File: config.mk
export PLATFORM = sky130hd
export DESIGN_NAME = i2c_target_flat
export DESIGN_NICKNAME = d
export VERILOG_FILES = /design/src/rtl/i2c_target_if.sv /design/src/rtl/i2c_target.sv /design/src/flat_wrapper.sv
export SDC_FILE = /design/constraint.sdc
export NUM_CORES = 1
export LEC_CHECK = 0
export ABC_CLOCK_PERIOD_IN_PS = 1800
export CAP_MARGIN = 5
export CORE_MARGIN = 2
export CORE_UTILIZATION = 50
export DETAILED_ROUTE_END_ITERATION = 6
export PLACE_DENSITY = 0.8
export SYNTH_ARGS = -nofsm -noshare
export SYNTH_HDL_FRONTEND = slang
export SYNTH_SLANG_ARGS = --single-unit
File: constraint.sdc
create_clock -name clk -period 1.8 [get_ports clk]
set_clock_uncertainty 0.15 [all_clocks]
set_input_delay 0.27 -clock clk [delete_from_list [all_inputs] [get_ports clk]]
set_output_delay 0.27 -clock clk [all_outputs]
set_load 0.02 [all_outputs]
File: src/rtl/i2c_target_if.sv
// I2C target bus bundle: open-drain pad pair plus the received-byte stream.
interface i2c_target_if;
  logic       scl_i;
  logic       sda_i;
  logic       sda_oe;
  logic [7:0] rx_data;
  logic       rx_valid;
  logic       rx_ready;
  logic       rx_first;
  logic       rx_stop;

  modport slave (input scl_i, sda_i, rx_ready,
                 output sda_oe, rx_data, rx_valid, rx_first, rx_stop);
  modport master(output scl_i, sda_i, rx_ready,
                 input sda_oe, rx_data, rx_valid, rx_first, rx_stop);
endinterface

File: src/rtl/i2c_target.sv
// Oversampling I2C target: START/STOP detect, 7-bit address match, write-byte stream.
// Read support (RD_DATA/RD_ACK, tx_* ports) is built only with I2C_TGT_READ_EN.
module i2c_target #(
  parameter int SYNC_STAGES = 2
) (
  input  logic           clk,
  input  logic           rst,
  i2c_target_if.slave    bus,
  input  logic [6:0]     own_addr,
  output logic           busy,
  output logic           overflow
`ifdef I2C_TGT_READ_EN
  ,
  input  logic [7:0]     tx_data,
  input  logic           tx_valid,
  output logic           tx_ready
`endif
);

`ifdef I2C_TGT_READ_EN
  localparam bit READ_EN = 1'b1;
`else
  localparam bit READ_EN = 1'b0;
`endif

  typedef enum logic [2:0] {
    IDLE, ADDR, ADDR_ACK, WR_DATA, WR_ACK, RD_DATA, RD_ACK, IGNORE
  } state_t;

  logic [SYNC_STAGES-1:0] scl_sync, sda_sync;
  logic scl_s, sda_s, scl_d, sda_d;
  logic ev_rise, ev_fall, ev_start, ev_stop, ev_bit;

  assign scl_s = scl_sync[SYNC_STAGES-1];
  assign sda_s = sda_sync[SYNC_STAGES-1];

  // Edge/condition events are registered so every FSM decision sees one aligned snapshot.
  always_ff @(posedge clk) begin
    if (rst) begin
      scl_sync <= '1;
      sda_sync <= '1;
      scl_d    <= 1'b1;
      sda_d    <= 1'b1;
      ev_rise  <= 1'b0;
      ev_fall  <= 1'b0;
      ev_start <= 1'b0;
      ev_stop  <= 1'b0;
      ev_bit   <= 1'b1;
    end else begin
      scl_sync <= {scl_sync[SYNC_STAGES-2:0], bus.scl_i};
      sda_sync <= {sda_sync[SYNC_STAGES-2:0], bus.sda_i};
      scl_d    <= scl_s;
      sda_d    <= sda_s;
      ev_rise  <= scl_s & ~scl_d;
      ev_fall  <= ~scl_s & scl_d;
      ev_start <= scl_s & scl_d & sda_d & ~sda_s;
      ev_stop  <= scl_s & scl_d & ~sda_d & sda_s;
      ev_bit   <= sda_s;
    end
  end

  state_t     state;
  logic [3:0] cnt;
  logic [6:0] sr;
  logic       ack_q, ack_ph, first_q;
  logic [7:0] byte_in;
  logic       hold_free;

  assign byte_in   = {sr, ev_bit};
  assign hold_free = !bus.rx_valid || bus.rx_ready;

`ifdef I2C_TGT_READ_EN
  logic       rd_q, m_ack;
  logic [7:0] tx_sr, tx_next;
  assign tx_next = tx_valid ? tx_data : 8'hFF;
`endif

  always_ff @(posedge clk) begin
    if (rst) begin
      state        <= IDLE;
      cnt          <= '0;
      sr           <= '0;
      ack_q        <= 1'b0;
      ack_ph       <= 1'b0;
      first_q      <= 1'b0;
      bus.sda_oe   <= 1'b0;
      bus.rx_data  <= '0;
      bus.rx_valid <= 1'b0;
      bus.rx_first <= 1'b0;
      bus.rx_stop  <= 1'b0;
      busy         <= 1'b0;
      overflow     <= 1'b0;
`ifdef I2C_TGT_READ_EN
      rd_q         <= 1'b0;
      m_ack        <= 1'b0;
      tx_sr        <= '0;
      tx_ready     <= 1'b0;
`endif
    end else begin
      bus.rx_stop <= 1'b0;
`ifdef I2C_TGT_READ_EN
      tx_ready    <= 1'b0;
`endif
      if (bus.rx_valid && bus.rx_ready) bus.rx_valid <= 1'b0;

      if (ev_start) begin
        state      <= ADDR;
        cnt        <= '0;
        ack_ph     <= 1'b0;
        bus.sda_oe <= 1'b0;
        busy       <= 1'b0;
        first_q    <= 1'b1;
      end else if (ev_stop) begin
        state       <= IDLE;
        bus.sda_oe  <= 1'b0;
        busy        <= 1'b0;
        bus.rx_stop <= busy;
      end else begin
        case (state)
          ADDR: if (ev_rise) begin
            sr  <= byte_in[6:0];
            cnt <= cnt + 4'd1;
            if (cnt == 4'd7) begin
              cnt    <= '0;
              ack_ph <= 1'b0;
`ifdef I2C_TGT_READ_EN
              rd_q   <= ev_bit;
`endif
              if (byte_in[7:1] == own_addr && (!ev_bit || READ_EN)) state <= ADDR_ACK;
              else                                                   state <= IGNORE;
            end
          end
          ADDR_ACK: if (ev_fall) begin
            if (!ack_ph) begin
              ack_ph     <= 1'b1;
              bus.sda_oe <= 1'b1;
              busy       <= 1'b1;
`ifdef I2C_TGT_READ_EN
              if (rd_q) begin
                tx_sr    <= tx_next;
                tx_ready <= tx_valid;
              end
`endif
            end else begin
              ack_ph <= 1'b0;
              cnt    <= '0;
`ifdef I2C_TGT_READ_EN
              if (rd_q) begin
                state      <= RD_DATA;
                bus.sda_oe <= ~tx_sr[7];
              end else
`endif
              begin
                state      <= WR_DATA;
                bus.sda_oe <= 1'b0;
              end
            end
          end
          WR_DATA: if (ev_rise) begin
            sr  <= byte_in[6:0];
            cnt <= cnt + 4'd1;
            if (cnt == 4'd7) begin
              cnt    <= '0;
              ack_ph <= 1'b0;
              ack_q  <= hold_free;
              state  <= WR_ACK;
              // Load wins over a same-cycle handshake clearing rx_valid.
              if (hold_free) begin
                bus.rx_data  <= byte_in;
                bus.rx_valid <= 1'b1;
                bus.rx_first <= first_q;
                first_q      <= 1'b0;
              end else begin
                overflow <= 1'b1;
              end
            end
          end
          WR_ACK: if (ev_fall) begin
            if (!ack_ph) begin
              ack_ph     <= 1'b1;
              bus.sda_oe <= ack_q;
            end else begin
              ack_ph     <= 1'b0;
              bus.sda_oe <= 1'b0;
              state      <= WR_DATA;
            end
          end
`ifdef I2C_TGT_READ_EN
          RD_DATA: begin
            if (ev_rise) cnt <= cnt + 4'd1;
            if (ev_fall) begin
              if (cnt == 4'd8) begin
                bus.sda_oe <= 1'b0;
                state      <= RD_ACK;
              end else begin
                bus.sda_oe <= ~tx_sr[~cnt[2:0]];
              end
            end
          end
          RD_ACK: begin
            if (ev_rise) m_ack <= ~ev_bit;
            if (ev_fall) begin
              if (m_ack) begin
                tx_sr      <= tx_next;
                tx_ready   <= tx_valid;
                bus.sda_oe <= ~tx_next[7];
                cnt        <= '0;
                state      <= RD_DATA;
              end else begin
                state <= IGNORE;
              end
            end
          end
`endif
          default: ;
        endcase
      end
    end
  end

endmodule

File: src/flat_wrapper.sv
// flat-port wrapper written by rule: the top's interface ports become plain ports
module i2c_target_flat 
#(
  parameter int SYNC_STAGES = 2
)
  (clk, rst, own_addr, busy, overflow, bus_scl_i, bus_sda_i, bus_rx_ready, bus_sda_oe, bus_rx_data, bus_rx_valid, bus_rx_first, bus_rx_stop);
  i2c_target_if bus_i ();
  input  logic clk;
  input  logic rst;
  input  logic [6:0] own_addr;
  output logic busy;
  output logic overflow;
  input wire logic [$bits(bus_i.scl_i)-1:0] bus_scl_i;
  input wire logic [$bits(bus_i.sda_i)-1:0] bus_sda_i;
  input wire logic [$bits(bus_i.rx_ready)-1:0] bus_rx_ready;
  output wire logic [$bits(bus_i.sda_oe)-1:0] bus_sda_oe;
  output wire logic [$bits(bus_i.rx_data)-1:0] bus_rx_data;
  output wire logic [$bits(bus_i.rx_valid)-1:0] bus_rx_valid;
  output wire logic [$bits(bus_i.rx_first)-1:0] bus_rx_first;
  output wire logic [$bits(bus_i.rx_stop)-1:0] bus_rx_stop;
  assign bus_i.scl_i = bus_scl_i;
  assign bus_i.sda_i = bus_sda_i;
  assign bus_i.rx_ready = bus_rx_ready;
  assign bus_sda_oe = bus_i.sda_oe;
  assign bus_rx_data = bus_i.rx_data;
  assign bus_rx_valid = bus_i.rx_valid;
  assign bus_rx_first = bus_i.rx_first;
  assign bus_rx_stop = bus_i.rx_stop;
  i2c_target #(.SYNC_STAGES(SYNC_STAGES)) u_core (.clk(clk), .rst(rst), .bus(bus_i), .own_addr(own_addr), .busy(busy), .overflow(overflow));
endmodule
== Yosys cells after proc, flatten, opt, wreduce, memory -nomap -nowiden ==
Cells that the tools add are included.

* Output and inout bits: 14
* Bits in registers: 41
* Word-level logic and storage cells: 128
* Input bits: 12

* Equality and inequality tests: 24
* Reduce and logical (&&, ||, !) cells: 30
* Multiplexer cells: 36
* Add/subtract/negate cells: 1
* Bitwise logic cells: 15

{| class="wikitable"
|+ Operators by type and width
! cell !! count
|-
| $ne 2x1->1 const B || 12
|-
| $ne 4x1->1 const B || 6
|-
| $mux 1 || 21
|-
| $mux 3 || 7
|-
| $reduce_and 5->1 || 4
|-
| $mux 4 || 4
|-
| $reduce_and 7->1 || 2
|-
| $reduce_bool 2->1 || 7
|-
| $reduce_and 6->1 || 2
|-
| $pmux 3 s3 || 1
|-
| $not 1->1 || 8
|-
| $pmux 4 s2 || 1
|-
| $and 1x1->1 || 7
|-
| $eq 7x7->1 || 1
|-
| $eq 3x2->1 const B || 2
|-
| $reduce_and 3->1 || 2
|-
| $reduce_or 2->1 || 3
|-
| $reduce_or 3->1 || 2
|-
| $reduce_bool 5->1 || 1
|-
| $add 4x1->4 const B || 1
|-
| $eq 4x3->1 const B || 1
|-
| $pmux 1 s2 || 2
|-
| $reduce_and 4->1 || 1
|-
| $eq 3x1->1 const B || 1
|-
| other kinds (5) || 7
|}

== Longest topological paths before layout ==
Gate-level depths: netlist (run 1).

* Depth after elaboration: 8
* Mapped depth: 7
* Depth with buffers taken out: 5

== Least setup slack after synthesis (run 1) ==
Ideal clock, no wire load.

* Path type: reg-to-reg
* From: reg u_core.ev_stop
* To: reg u_core.bus.rx_data[3]
* Library setup time: 0.128 ns
* Cell stages (with the launch flop): 8
* Path buffers: 3
* Required time: 1.522 ns
* Slack: 0.133 ns
* Clock period less this slack: 1.667 ns
* Arrival time: 1.390 ns
* Cells stage by stage: dfxtp_1 buf_6 nand4bb_1 buf_6 nor4b_4 buf_6 mux2i_1 nor2_1

* Word-level cells in the longest chain between the ends: 2

{| class="wikitable"
|+ RTL lines
! item !! RTL line !! source
|-
| from (decl) || i2c_target.sv:32 || <nowiki>logic ev_rise, ev_fall, ev_start, ev_stop, ev_bit;</nowiki>
|-
| from (signal assigned) || i2c_target.sv:57 || <nowiki>ev_stop <= scl_s & scl_d & ~sda_d & sda_s;</nowiki>
|-
| $not 1->1 (no line) || -- ||
|-
| $reduce_and 6->1 (no line) || -- ||
|-
| to (signal assigned) || i2c_target.sv:169 || <nowiki>bus.rx_data <= byte_in;</nowiki>
|-
| to (decl) || i2c_target_if.sv:13 || <nowiki>output sda_oe, rx_data, rx_valid, rx_first, rx_stop);</nowiki>
|}

No other way between the ends.
A chain may end at the register's enable or synchronous reset.

== Worst setup path after layout (run 1) ==
* From: reg u_core.bus.rx_data[1]
* To: out bus_rx_data[1]

{| class="wikitable"
|+ RTL lines
! item !! RTL line !! source
|-
| to (decl) || flat_wrapper.sv:17 || <nowiki>output wire logic [$bits(bus_i.rx_data)-1:0] bus_rx_data;</nowiki>
|}

No word-level cell between the ends.

==> results of run 1 <==
-- routing by layer --
layer,up-vias,routed length (um)
met2,38,1690
met1,712,1710
li1,778,-
met4,0,46
met3,4,187
met5,-,0
-- flip-flops by register name, summed over array words and instances, names as in the netlist, 2 cells and up --
| name | flops |
|---|---|
| u_core.bus.rx_data | 8 |
| u_core.sda_sync | 2 |
| u_core.state | 3 |
| u_core.sr | 7 |
| u_core.scl_sync | 2 |
| u_core.cnt | 4 |
-- metrics by stage --
| step | utilization | area [sq um] |
|---|---|---|
| final | 0.666 | 2260 |
| after global routing | 0.666 | 2260 |
| after CTS | 0.656 | 2220 |
| after detailed placement | 0.639 | 2170 |
| after global placement | 0.639 | 2170 |
| after floorplan | - | 1800 |
-- cells in the final DEF (no fill, tap or decap), types with 2 or more instances in the layout --
cell,n
sky130_fd_sc_hd__dfxtp_1,39
sky130_fd_sc_hd__clkdlybuf4s50_1,23
sky130_fd_sc_hd__nor2_1,21
sky130_fd_sc_hd__nand2_1,16
sky130_fd_sc_hd__a21oi_1,14
sky130_fd_sc_hd__o21ai_0,14
sky130_fd_sc_hd__buf_4,13
sky130_fd_sc_hd__mux2i_1,9
sky130_fd_sc_hd__or2_2,7
sky130_fd_sc_hd__xnor2_1,7
sky130_fd_sc_hd__inv_1,6
sky130_fd_sc_hd__clkbuf_4,5
sky130_fd_sc_hd__nor3b_1,4
sky130_fd_sc_hd__nor3_1,3
sky130_fd_sc_hd__nand4_1,3
sky130_fd_sc_hd__xor2_1,3
sky130_fd_sc_hd__a31oi_1,3
sky130_fd_sc_hd__nand4b_1,2
sky130_fd_sc_hd__o31ai_1,2
sky130_fd_sc_hd__nand3b_1,2
sky130_fd_sc_hd__nand2b_1,2
sky130_fd_sc_hd__o221ai_1,2
sky130_fd_sc_hd__or3_1,2
sky130_fd_sc_hd__a21o_1,2
sky130_fd_sc_hd__dlymetal6s2s_1,2
sky130_fd_sc_hd__dfxtp_4,2
-- layout make-up --
class,instances,area [sq um]
inverter,6,22.5
fill,280,1130
timing repair buffer,40,384
tap,46,57.6
sequential,41,828
multi-input combinational,140,905
clock inverter,3,21.3
clock buffer,5,37.5
-- where the power goes --
part / internal, W / switching, W
registers: 0.000913 / 0.00000595
logic: 0.0000435 / 0.0000319
clock network: 0.000155 / 0.000309
total: 0.00111 / 0.000347
-- worst paths after layout --
check / endpoint / slack (ps) / depth (start not counted)
worst max-delay path: bus_rx_data[1] / 80 / 1
worst min-delay path: u_core.scl_sync[1] / 280 / 1
worst max register to register: u_core.bus.rx_data[1] / 90 / 6
worst min register to register: u_core.scl_sync[1] / 280 / 1
-- logic make-up after synthesis --
group	synth area share
xor gates and xnor gates	0.0487
AOI/OAI and AO/OA	0.167
adders and majority gates	0.00696
and+or+nand+nor	0.222
DFF	0.457
muxes	0.0501
buffers and inverters	0.0487
==> results by stage, run 1 <==
Status:
- The flow ran to the end, and the final reports show no timing, DRC or antenna violations.

CTS:
- The maximum count of clock buffers along a single path is 2.
- The root cell of the clock tree is sky130_fd_sc_hd__clkbuf_4.
- The TritonCTS clock tree is built.
- After clock tree synthesis, the clock-pin slew on the worst setup and hold paths is 120 ps.
- Post-CTS timing repair inserted 0 buffers for setup.
- The post-cts hold buffer count is 0.
- The number of sinks driven by the clock tree is 41.
- The H-tree was split into 2 levels.
- Clock latency on the worst-skew pair, taken at its later pin, is 340 ps.
- The total clock buffers created by CTS is 5.
- The number of gates resized after CTS was 0.

Die:
- The standard-cell row count is 21.
- The initial utilization of the core area, before any placement, comes to 0.530.
- The vertical extent of the die is 64.0 um.
- The die boundary width is 64.0 um.
- During I/O placement, the number of pins put on the boundary was 26.
- The die covers 0.00409 sq mm.
- The region available for standard cell placement spans 0.00339 sq mm.

Job:
- The tool flagged a number of max-cap violations equal to 0.

Logic synthesis:
- Counting flops with a built-in enable in the synthesized netlist gives 0.
- The sequential area share after synthesis is 0.457.
- The proportion of register bits with asynchronous set or reset after synthesis is 0.
- Among all cell types in the netlist, the one instantiated most often is sky130_fd_sc_hd__dfxtp_1.
- By count the netlist is led by 41 x sky130_fd_sc_hd__dfxtp_1, 22 x sky130_fd_sc_hd__nor2_1, 16 x sky130_fd_sc_hd__nand2_1.
- By area the synthesized netlist is led by sky130_fd_sc_hd__dfxtp_1 46%, sky130_fd_sc_hd__mux2i_1 5.0%, sky130_fd_sc_hd__nor2_1 4.6%.
- The largest total area in the synthesized netlist belongs to sky130_fd_sc_hd__dfxtp_1.
- For this run, the leading register cell type out of synthesis is sky130_fd_sc_hd__dfxtp_1.
- The mapped netlist covers 0.00180 sq mm.
- Of the post-synthesis cell area, the dominant cell type holds 0.457.
- Averaged over all synthesized cells, the footprint is 9.08 sq um.
- The count of synthesis-stage warnings from yosys is 0.
- The distinct cell type count of the synthesized netlist is 45.
- After technology mapping, the gate count stands at 198.
- The number of nets in the synthesized netlist is 211.
- After synthesis the netlist holds a flip-flop and latch count of 41.

Route:
- The total wirelength of the detailed-routed design is 3630 um.
- Dividing the detail-routed wire length by the instance count gives 12.9 um.
- After detailed routing, the number of vias per cell comes to 5.45.
- The DRC violations left is 0.
- The number of antenna-violating nets in the routed design is 0.
- In this run, the number of DRC markers left after iteration 0 of detailed routing was 128.
- The number of search-and-repair iterations in the first detailed-routing pass is 4.
- For this block, the via count after detailed routing is 1532.

STA:
- For the pin with the worst max-slew slack, the measured transition is 313 ps.
- Setup repair after global routing could not meet its margin everywhere.
- In the post-route analysis, the smallest setup slack over all paths is 76.4 ps.
- In this run the tightest slew margin relative to its limit is 0.790.
- The final-report max-slew violation count came to 0.
- The final worst hold slack is 276 ps.
- The final count of hold timing violations was 0.
- The minimum period implied by the final worst setup slack is 1720 ps.
- After routing, the total negative slack on setup checks comes to 0 ps.
- Setup violations remaining at the end of the flow were counted as 0.
- The final cycle utilization of the critical path is 0.958.
- The maximum clock frequency is 580 MHz.

GRT:
- For this run the aggregate overflow at the end of global routing stands at 0.
- The wire length of the first global-routing pass is 6120 um.
- For this run, global-route usage on met2 was measured as 0.296.
- For this run, the total global-route usage over all layers was measured as 0.193.
- For this run, global-route usage on met3 was measured as 0.0475.
- The met1 capacity usage during global routing is 0.258.
- The number of global-route vias before repair was 1352.
- The initial antenna violation count is 0.
- In this run the most used layer during global routing was met2.
- Entering global routing, the biggest net connects 31 pins.

Min path:
- In this run the most critical hold path is launched from u_core.scl_sync[0].
- The class of the worst hold path is flip-flop to flip-flop.

Worst setup path:
- Together, buffers and inverters on the worst path number 1.
- The critical path goes through clkdlybuf4s50_1.
- The delay of the slowest cell on the worst path is 600 ps.
- The worst setup path is captured at a primary output.
- The kind of cell with the highest combined delay on the critical path is buffers and inverters.
- The launch point of the worst reg-to-reg path is u_core.cnt[0].
- Data on the critical path is required at its endpoint by 1380 ps.
- Data arrives at the worst endpoint at 1300 ps.
- The type of the worst setup path is flip-flop to primary output.
- Along the worst path, the maximum fanout reaches 2.
- The critical path startpoint category is a flip-flop.
- Among all stages on the critical path, the largest delay is contributed by sky130_fd_sc_hd__clkdlybuf4s50_1.
- The first element of the critical path is u_core.bus.rx_data[1].

Layout:
- The area added between synthesis and finish is 25.5%.
- The repair_antennas step left the layout with diodes totalling 0.
- The post-layout net count is 247.
- In the final layout, the share of cells above drive strength 1 is 0.157.
- Leaving out filler cells and counting taps, the final layout contains 281.

Power:
- The post-route total power is 0.00146 W.
- The power density normalized to cell area is 646 mW/mm^2.
- The worst voltage drop across the vdd grid is 0.571 mV.
- The static leakage power is 0.834 nW.

Place:
- The sum of net half-perimeters after detailed placement is 2690 um.
- Buffers placed on the I/O ports in this run total 25.
- The worst slack after detailed placement is -173 ps.
- The routability congestion estimate is 0.869.
- In this run, placement finished with an instance count of 273.
Note: power is estimated with default switching activity, not from simulation.
==> run 2, diff against run 1 <==
--- a/config.mk
+++ b/config.mk
@@ -5,12 +5,13 @@
 export SDC_FILE = /design/constraint.sdc
 export NUM_CORES = 1
 export LEC_CHECK = 0
-export ABC_CLOCK_PERIOD_IN_PS = 1800
+export ABC_CLOCK_PERIOD_IN_PS = 1410
 export CAP_MARGIN = 5
 export CORE_MARGIN = 2
-export CORE_UTILIZATION = 50
+export CORE_UTILIZATION = 48
 export DETAILED_ROUTE_END_ITERATION = 6
-export PLACE_DENSITY = 0.8
+export MAX_ROUTING_LAYER = met4
+export PLACE_DENSITY = 0.81
 export SYNTH_ARGS = -nofsm -noshare
 export SYNTH_HDL_FRONTEND = slang
 export SYNTH_SLANG_ARGS = --single-unit
==> constraint.sdc (replaced) <==
create_clock -name clk -period 1.41 [get_ports clk]
set_clock_uncertainty 0.15 [all_clocks]
set_input_delay 0.2115 -clock clk [delete_from_list [all_inputs] [get_ports clk]]
set_output_delay 0.2115 -clock clk [all_outputs]
set_load 0.02 [all_outputs]
==> run 2 against run 1 <==
Against the previous run:
- total power grew 44%
- routed wire length up 32%
- flip-flop and latch count unchanged
- largest power group unchanged
- combinational power grew 56%
- die area up 3.9%
- global-route usage rose by 4.7 points
- the run now ends with negative setup slack left
- setup slack got worse by 390 ps
==> results by stage, run 2 (synthesis results as in run 1) <==
Worst setup path:
- Cell-by-cell listing of the critical path: ha_4, nand4b_1, nor4b_4, buf_12, mux2i_1, nor2_1 (was clkdlybuf4s50_1).
- The biggest fanout along the worst timing path is 9 (was 2).
- The required time at the worst-slack endpoint was 1460 ps (was 1380 ps).
- The delay of the slowest cell on the worst path is 360 ps (was 600 ps).
- The critical path capture point type was a flip-flop (was primary output).
- The cell at the slowest stage of the critical path was sky130_fd_sc_hd__dfxtp_2 (was sky130_fd_sc_hd__clkdlybuf4s50_1).
- The arrival time at the worst endpoint is 1770 ps (was 1300 ps).
- The critical path startpoint category is a flip-flop (unchanged).
- The type of the worst setup path is flip-flop to flip-flop (was flip-flop to primary output).

Die:
- The area of the die is 0.00425 sq mm (was 0.00409 sq mm).
- The die boundary width is 65.2 um (was 64.0 um).
- The vertical extent of the die is 65.2 um (was 64.0 um).
- The initial standard-cell utilization of the core came to 0.495 (was 0.530).
- The count of boundary I/O pins came to 26 (unchanged).
- The standard-cell row count is 22 (was 21).
- The area inside the core boundary is 0.00363 sq mm (was 0.00339 sq mm).

GRT:
- The busiest metal layer after global routing is met2 (unchanged).
- The initial antenna violation count is 0 (unchanged).
- The fraction of met3 tracks used by global routing was 0.0428 (was 0.0475).
- The number of global-route vias before repair came to 1644 (was 1352).
- The overall routing resource usage is 0.240 (was 0.193).
- The largest net degree at the start of global routing is 22 (was 31).
- The met1 capacity usage during global routing is 0.288 (was 0.258).
- The global-route congestion overflow total is 0 (unchanged).
- The wire length of the first global-routing pass was 7630 um (was 6120 um).
- The global routing usage on met2 is 0.386 (was 0.296).

Route:
- The vias after detailed routing is 1722 (was 1532).
- The routed wire length per instance is 15.5 um (was 12.9 um).
- The number of search-and-repair iterations in the first detailed-routing pass came to 4 (unchanged).
- The DRC violations left was 0 (unchanged).
- The vias per cell came to 5.59 (was 5.45).
- The number of antenna-violating nets in the routed design is 0 (unchanged).
- The count of routing violations after the opening detailed-route iteration came to 190 (was 128).
- The total wirelength of the detailed-routed design is 4790 um (was 3630 um).

STA:
- Setup repair after global routing missed its margin: yes (unchanged).
- The final count of hold timing violations is 0 (unchanged).
- The worst setup margin is -312 ps (was 76.4 ps).
- The final worst hold slack was 268 ps (was 276 ps).
- The final count of negative-setup-slack endpoints is 22 (was 0).
- The minimum period implied by the final worst setup slack is 1720 ps.
- Of the available clock period, the critical path in the final layout requires 1.22.
- The final-report max-slew violation count is 0 (unchanged).
- Static timing analysis puts the maximum clock frequency at 581 MHz.
- The worst slew margin relative to its limit is 0.802 (was 0.790).
- The pin slew with the least headroom to its limit was 297 ps (was 313 ps).

Layout:
- The ratio of cells with drive above 1 in the final layout is 0.315 (was 0.157).
- The area added between synthesis and finish is 45.7% (was 25.5%).
- The share of the core filled with cells in the final layout is 0.721 (was 0.666).
- The flip-flop count of the largest register, all copies and words added is 8 (unchanged).
- Commonest non-fill, non-tap cells in the layout: 36 x sky130_fd_sc_hd__dfxtp_1, 34 x sky130_fd_sc_hd__buf_4, 20 x sky130_fd_sc_hd__nor2_1 (was 39 x sky130_fd_sc_hd__dfxtp_1, 23 x sky130_fd_sc_hd__clkdlybuf4s50_1, 21 x sky130_fd_sc_hd__nor2_1).
- The final instance area came to 0.00262 sq mm (was 0.00226 sq mm).
- The count of antenna diodes in the layout is 0 (unchanged).
- The register name with the most flops is u_core.bus.rx_data (unchanged).
- The most frequent standard cell in the layout excluding fill and tap cells is sky130_fd_sc_hd__dfxtp_1 (unchanged).
- Regs by FF count: u_core.bus.rx_data: 8 flops, u_core.sr: 7 flops, u_core.cnt: 4 flops (unchanged).
- The post-layout net count is 272 (was 247).
- The count of filler cells inserted in the layout is 280 (unchanged).

Place:
- The routability congestion estimate came to 0.892 (was 0.869).
- The worst slack after detailed placement was -542 ps (was -173 ps).
- The count of input and output buffers is 25 (unchanged).
- The sum of net half-perimeters after detailed placement was 2850 um (was 2690 um).
- The post-placement cell area is 0.00232 sq mm (was 0.00217 sq mm).

Power:
- The proportion of power drawn by the clock network is 0.386 (was 0.318).
- The switching part of the total power came to 0.225 (was 0.238).
- The static leakage power is 1.05 nW (was 0.834 nW).
- The proportion of power drawn by combinational gates is 0.056 (was 0.052).
- The internal power is 0.00163 W (was 0.00111 W).
- The net switching power figure is 0.000473 W (was 0.000347 W).
- The post-route total power was 0.00210 W (was 0.00146 W).
- The worst voltage drop across the vdd grid is 0.673 mV (was 0.571 mV).
- The power density normalized to cell area is 803 mW/mm^2 (was 646 mW/mm^2).
- The register share of total power is 0.558 (was 0.630).

CTS:
- The number of levels the H-tree was split into is 2 (unchanged).
- The maximum count of clock buffers along a single path came to 2 (unchanged).
- The total clock buffers created by CTS is 5 (unchanged).
- The TritonCTS clock tree was built (unchanged).
- The number of sinks driven by the clock tree came to 41 (unchanged).
- The root cell of the clock tree is sky130_fd_sc_hd__clkbuf_8 (was sky130_fd_sc_hd__clkbuf_4).
- The insertion delay to the later sink of the worst-skew pair came to 300 ps (was 340 ps).
- The clock transition at the registers of the reported paths is 80 ps (was 120 ps).

Job:
- The count of max-cap constraint violations is 0 (unchanged).

Status:
- Result of the run: finished with violations (was finished, final reports clean).
- The final reports fail on negative setup slack.

Min path:
- The class of the worst hold path is flip-flop to flip-flop (unchanged).
run 2: cell count changes in the layout (fill, tap and decap cells not counted), sizes merged:
cell	previous run	this run
buf	15	40
clkdlybuf4s50	23	10
dlygate4sd2	0	14
clkinvlp	1	0
dlymetal6s2s	2	0
clkbuf	5	6
inv	7	6
clkinv	1	2
clkdlybuf4s15	0	1
run 2: power groups by stage:
stage	combinational (W)	clock, W	sequential, W
global route	0.000128	0.000881	0.00117
global placement	0.000108	0	0.00120
CTS	0.000116	0.000813	0.00117
finish	0.000118	0.000812	0.00117
floorplan	0.0000459	0	0.00120
detailed placement	0.000110	0	0.00120
run 2: area by class of cell:
type                            count  area (sq um)  area share
Clock buffer                        6          82.6      0.0315
Clock inverter                      2          13.8     0.00526
Inverter                            6          22.5     0.00860
Multi-Input combinational cell    140          1040       0.396
Sequential cell                    41           830       0.317
Tap cell                           48          60.1      0.0229
Timing Repair Buffer               65           573       0.219
run 2: timing repair:
action | CTS | global route
setup endpoints to repair | 43 | 31
hold buffers | 0 | 0
setup buffers | 6 | 5
pin swaps | 14 | 11
resized for setup | 39 | 11
run 2: metrics by stage:
step	setup TNS (ps)	std cells
3_3_place_gp	-6300	291
6_report	-4520	308
4_1_cts	-4120	304
3_5_place_dp	-7000	291
5_1_grt	-6600	308
2_1_floorplan	-2330	198
run 2: metal layers:
metal	share of wire	routed length [um]
met5	0	0
met4	0.039	186
met1	0.41	1960
met3	0.054	259
met2	0.50	2380
run 2: path summary, 6_finish.rpt:
kind,from,to,slack (ps),cells past startpoint
min,u_core.scl_sync[0],u_core.scl_sync[1],270,1
max,u_core.cnt[1],u_core.bus.rx_data[5],-310,6
max reg2reg,u_core.cnt[1],u_core.bus.rx_data[5],-310,6
min reg2reg,u_core.scl_sync[0],u_core.scl_sync[1],270,1
run 2: critical path: cells and delay by family (launching register included):
family                     cells  cell delay (ps)
muxes                          1              190
buffers and inverters          1              190
adders and majority gates      1              140
DFF                            1              360
and+or+nand+nor                3              590
==> run 3, diff against run 2 <==
--- a/config.mk
+++ b/config.mk
@@ -8,10 +8,12 @@
 export ABC_CLOCK_PERIOD_IN_PS = 1410
 export CAP_MARGIN = 5
 export CORE_MARGIN = 2
-export CORE_UTILIZATION = 48
+export CORE_UTILIZATION = 50
 export DETAILED_ROUTE_END_ITERATION = 6
+export DONT_BUFFER_PORTS = 1
 export MAX_ROUTING_LAYER = met4
-export PLACE_DENSITY = 0.81
+export PLACE_DENSITY = 0.74
 export SYNTH_ARGS = -nofsm -noshare
 export SYNTH_HDL_FRONTEND = slang
 export SYNTH_SLANG_ARGS = --single-unit
+export TNS_END_PERCENT = 10
==> run 3 against run 2 <==
Against the previous run:
- the run ends with negative hold slack, negative setup slack left
- flip-flop and latch count did not move
- clock power fell by 5.5%
- core utilization fell by 5.3 points
- setup slack improved by 44 ps
- clock-buffer cell count did not move
- register-to-register slack improved by 40 ps
- via count fell by 8.0%
- total power fell by 4.6%
- non-clock buffer count fell by 29
- routed wire length fell by 11%
- final cell count fell by 10%
- global-route usage fell by 1.0 points
==> results by stage, run 3 (synthesis results as in run 1) <==
Place:
- The sum of net half-perimeters after detailed placement is 2970 um (was 2850 um).
- The routability congestion estimate is 0.921 (was 0.892).
- The count of input and output buffers was 0 (was 25).
- The total placed cells including tap cells is 264 (was 291).

Layout:
- Regs by FF count: u_core.bus.rx_data: 8 flops, u_core.sr: 7 flops, u_core.cnt: 4 flops (unchanged).
- The area added between synthesis and finish is 25.9% (was 45.7%).
- The number of non-filler instances in the completed layout came to 277 (was 308).
- Commonest non-fill, non-tap cells in the layout: 34 x sky130_fd_sc_hd__dfxtp_1, 28 x sky130_fd_sc_hd__buf_4, 21 x sky130_fd_sc_hd__nor2_1 (was 36 x sky130_fd_sc_hd__dfxtp_1, 34 x sky130_fd_sc_hd__buf_4, 20 x sky130_fd_sc_hd__nor2_1).
- The ratio of cells with drive above 1 in the final layout is 0.299 (was 0.315).
- The flip-flop count of the largest register, all copies and words added is 8 (unchanged).
- The most frequent standard cell in the layout excluding fill and tap cells is sky130_fd_sc_hd__dfxtp_1 (unchanged).
- The post-layout net count is 243 (was 272).
- The count of antenna diodes in the layout came to 0 (unchanged).
- The register name with the most flops is u_core.bus.rx_data (unchanged).
- The share of the core filled with cells in the final layout is 0.668 (was 0.721).

GRT:
- The number of global-route vias before repair came to 1588 (was 1644).
- The global routing usage on met2 came to 0.379 (was 0.386).
- The wire length of the first global-routing pass is 7090 um (was 7630 um).
- The overall routing resource usage is 0.229 (was 0.240).
- The fraction of met3 tracks used by global routing was 0.0528 (was 0.0428).
- The global-route congestion overflow total is 0 (unchanged).
- The initial antenna violation count is 0 (unchanged).
- The met1 capacity usage during global routing is 0.268 (was 0.288).
- The busiest metal layer after global routing is met2 (unchanged).
- The largest net degree at the start of global routing was 35 (was 22).

Worst setup path:
- The kind of cell with the highest combined delay on the critical path is simple AND/OR/NAND/NOR gates (unchanged).
- The number of cells on the critical path is 6 (unchanged).
- The type of the worst setup path was flip-flop to flip-flop (unchanged).
- The critical path capture point type is a flip-flop (unchanged).
- The required time at the worst-slack endpoint is 1520 ps (was 1460 ps).
- The biggest fanout along the worst timing path is 7 (was 9).
- The cell at the slowest stage of the critical path is sky130_fd_sc_hd__dfxtp_2 (unchanged).
- The arrival time at the worst endpoint came to 1790 ps (was 1770 ps).
- Cell-by-cell listing of the critical path: ha_4, nand4b_1, nor4b_4, buf_6, mux2i_1, nor2_1 (was ha_4, nand4b_1, nor4b_4, buf_12, mux2i_1, nor2_1).
- The count of cells along the worst register-to-register path was 6 (unchanged).
- The critical path startpoint category is a flip-flop (unchanged).
- The delay of the slowest cell on the worst path was 370 ps (was 360 ps).
- The buffering stage count on the worst path with inverters included is 1 (unchanged).

CTS:
- The insertion delay to the later sink of the worst-skew pair was 350 ps (was 300 ps).
- The post-cts hold buffer count was 5 (was 0).
- The total clock buffers created by CTS came to 5 (unchanged).
- The post-CTS setup buffer count is 0 (was 6).
- The maximum count of clock buffers along a single path came to 2 (unchanged).
- The TritonCTS clock tree is built (unchanged).
- The number of sinks driven by the clock tree is 41 (unchanged).
- The number of levels the H-tree was split into came to 2 (unchanged).
- The root cell of the clock tree is sky130_fd_sc_hd__clkbuf_4 (was sky130_fd_sc_hd__clkbuf_8).
- The clock transition at the registers of the reported paths is 120 ps (was 80 ps).

Min path:
- The class of the worst hold path is input port to flip-flop (was flip-flop to flip-flop).
- The worst hold path stage count was 1 (unchanged).

STA:
- The pin slew with the least headroom to its limit came to 276 ps (was 297 ps).
- The minimum period implied by the final worst setup slack is 1680 ps (was 1720 ps).
- Setup repair after global routing missed its margin: yes (unchanged).
- The final worst hold slack is -244 ps (was 268 ps).
- The final count of negative-setup-slack endpoints came to 22 (unchanged).
- The worst slew margin relative to its limit came to 0.815 (was 0.802).
- The worst setup margin is -268 ps (was -312 ps).
- The final-report max-slew violation count is 0 (unchanged).
- The maximum clock frequency is 596 MHz (was 581 MHz).
- The final cycle utilization of the critical path is 1.19 (was 1.22).
- The final count of hold timing violations is 38 (was 0).

Route:
- The total wirelength of the detailed-routed design was 4260 um (was 4790 um).
- The vias after detailed routing is 1585 (was 1722).
- The DRC violations left is 0 (unchanged).
- The count of routing violations after the opening detailed-route iteration is 121 (was 190).
- The vias per cell is 5.72 (was 5.59).
- The routed wire length per instance is 15.4 um (was 15.5 um).
- The number of antenna-violating nets in the routed design is 0 (unchanged).
- The number of search-and-repair iterations in the first detailed-routing pass came to 4 (unchanged).

Die:
- The initial standard-cell utilization of the core is 0.530 (was 0.495).
- The area inside the core boundary is 0.00339 sq mm (was 0.00363 sq mm).
- The area of the die is 0.00409 sq mm (was 0.00425 sq mm).
- The vertical extent of the die is 64.0 um (was 65.2 um).
- The standard-cell row count is 21 (was 22).
- The die boundary width came to 64.0 um (was 65.2 um).
- The count of boundary I/O pins is 26 (unchanged).

Power:
- The post-route total power is 0.00201 W (was 0.00210 W).
- The static leakage power is 0.837 nW (was 1.05 nW).
- The proportion of power drawn by the clock network is 0.382 (was 0.386).
- The power density normalized to cell area is 886 mW/mm^2 (was 803 mW/mm^2).
- The switching part of the total power is 0.212 (was 0.225).
- The internal power is 0.00158 W (was 0.00163 W).
- The proportion of power drawn by combinational gates is 0.032 (was 0.056).
- The register share of total power was 0.586 (was 0.558).
- The net switching power figure is 0.000425 W (was 0.000473 W).
- The worst voltage drop across the vdd grid is 0.815 mV (was 0.673 mV).

Job:
- The count of max-cap constraint violations is 0 (unchanged).

Status:
- Result of the run: finished with violations (unchanged).
- Violated checks: negative hold slack, negative setup slack (was negative setup slack).
## run 3: through the flow
stage / setup WS, ps / area [sq um] / TNS (ps)
4_1_cts: -258 / 2220 / -3700
5_1_grt: -358 / 2260 / -5820
6_report: -268 / 2260 / -4040
3_5_place_dp: -303 / 2040 / -4350
2_1_floorplan: -205 / 1810 / -2460
3_3_place_gp: -245 / 2040 / -3300
## run 3: layer usage
| layer | wire length, um | vias up |
|---|---|---|
| met2 | 2180 | 55 |
| met1 | 1790 | 760 |
| met3 | 243 | 6 |
| met5 | 0 | - |
| li1 | - | 764 |
| met4 | 54 | 0 |
## run 3: worst paths after layout
check / from / endpoint / slack [ps]
worst min-delay path: rst / u_core.sr[5] / -240
worst max-delay path: u_core.cnt[0] / u_core.bus.rx_data[4] / -270
worst max register to register: u_core.cnt[0] / u_core.bus.rx_data[4] / -270
worst min register to register: u_core.scl_d / u_core.ev_fall / 320
## run 3: layout make-up
cell class                      instances  area (sq um)
Fill cell                             248          1130
Multi-Input combinational cell        140           977
Sequential cell                        41           830
Timing Repair Buffer                   36           297
Tap cell                               46          57.6
Clock buffer                            6          41.3
Clock inverter                          2          38.8
Inverter                                6          22.5
## run 3: timing repair
item / in CTS / in global routing
gates resized for setup: 15 / 11
hold endpoints to repair: 41 / 37
pin swaps: 6 / 3
setup endpoints to repair: 29 / 31
## run 3: worst reg2reg max path, delay by kind of cell, from the launching register on
| kind | cells | cell delay, ps |
|---|---|---|
| flip-flops | 1 | 370 |
| buffers and inverters | 1 | 190 |
| adder cells (fa/ha/maj) | 1 | 130 |
| AND/OR/NAND/NOR | 3 | 550 |
| multiplexers | 1 | 200 |
## run 3: power by group through the flow
stage                     registers [W]   logic, W  clock network, W
after floorplan                 0.00120  0.0000457                 0
final                           0.00118  0.0000641          0.000767
after global routing            0.00118  0.0000699          0.000839
after global placement          0.00120  0.0000507                 0
after CTS                       0.00118  0.0000621          0.000797
after detailed placement        0.00120  0.0000526                 0
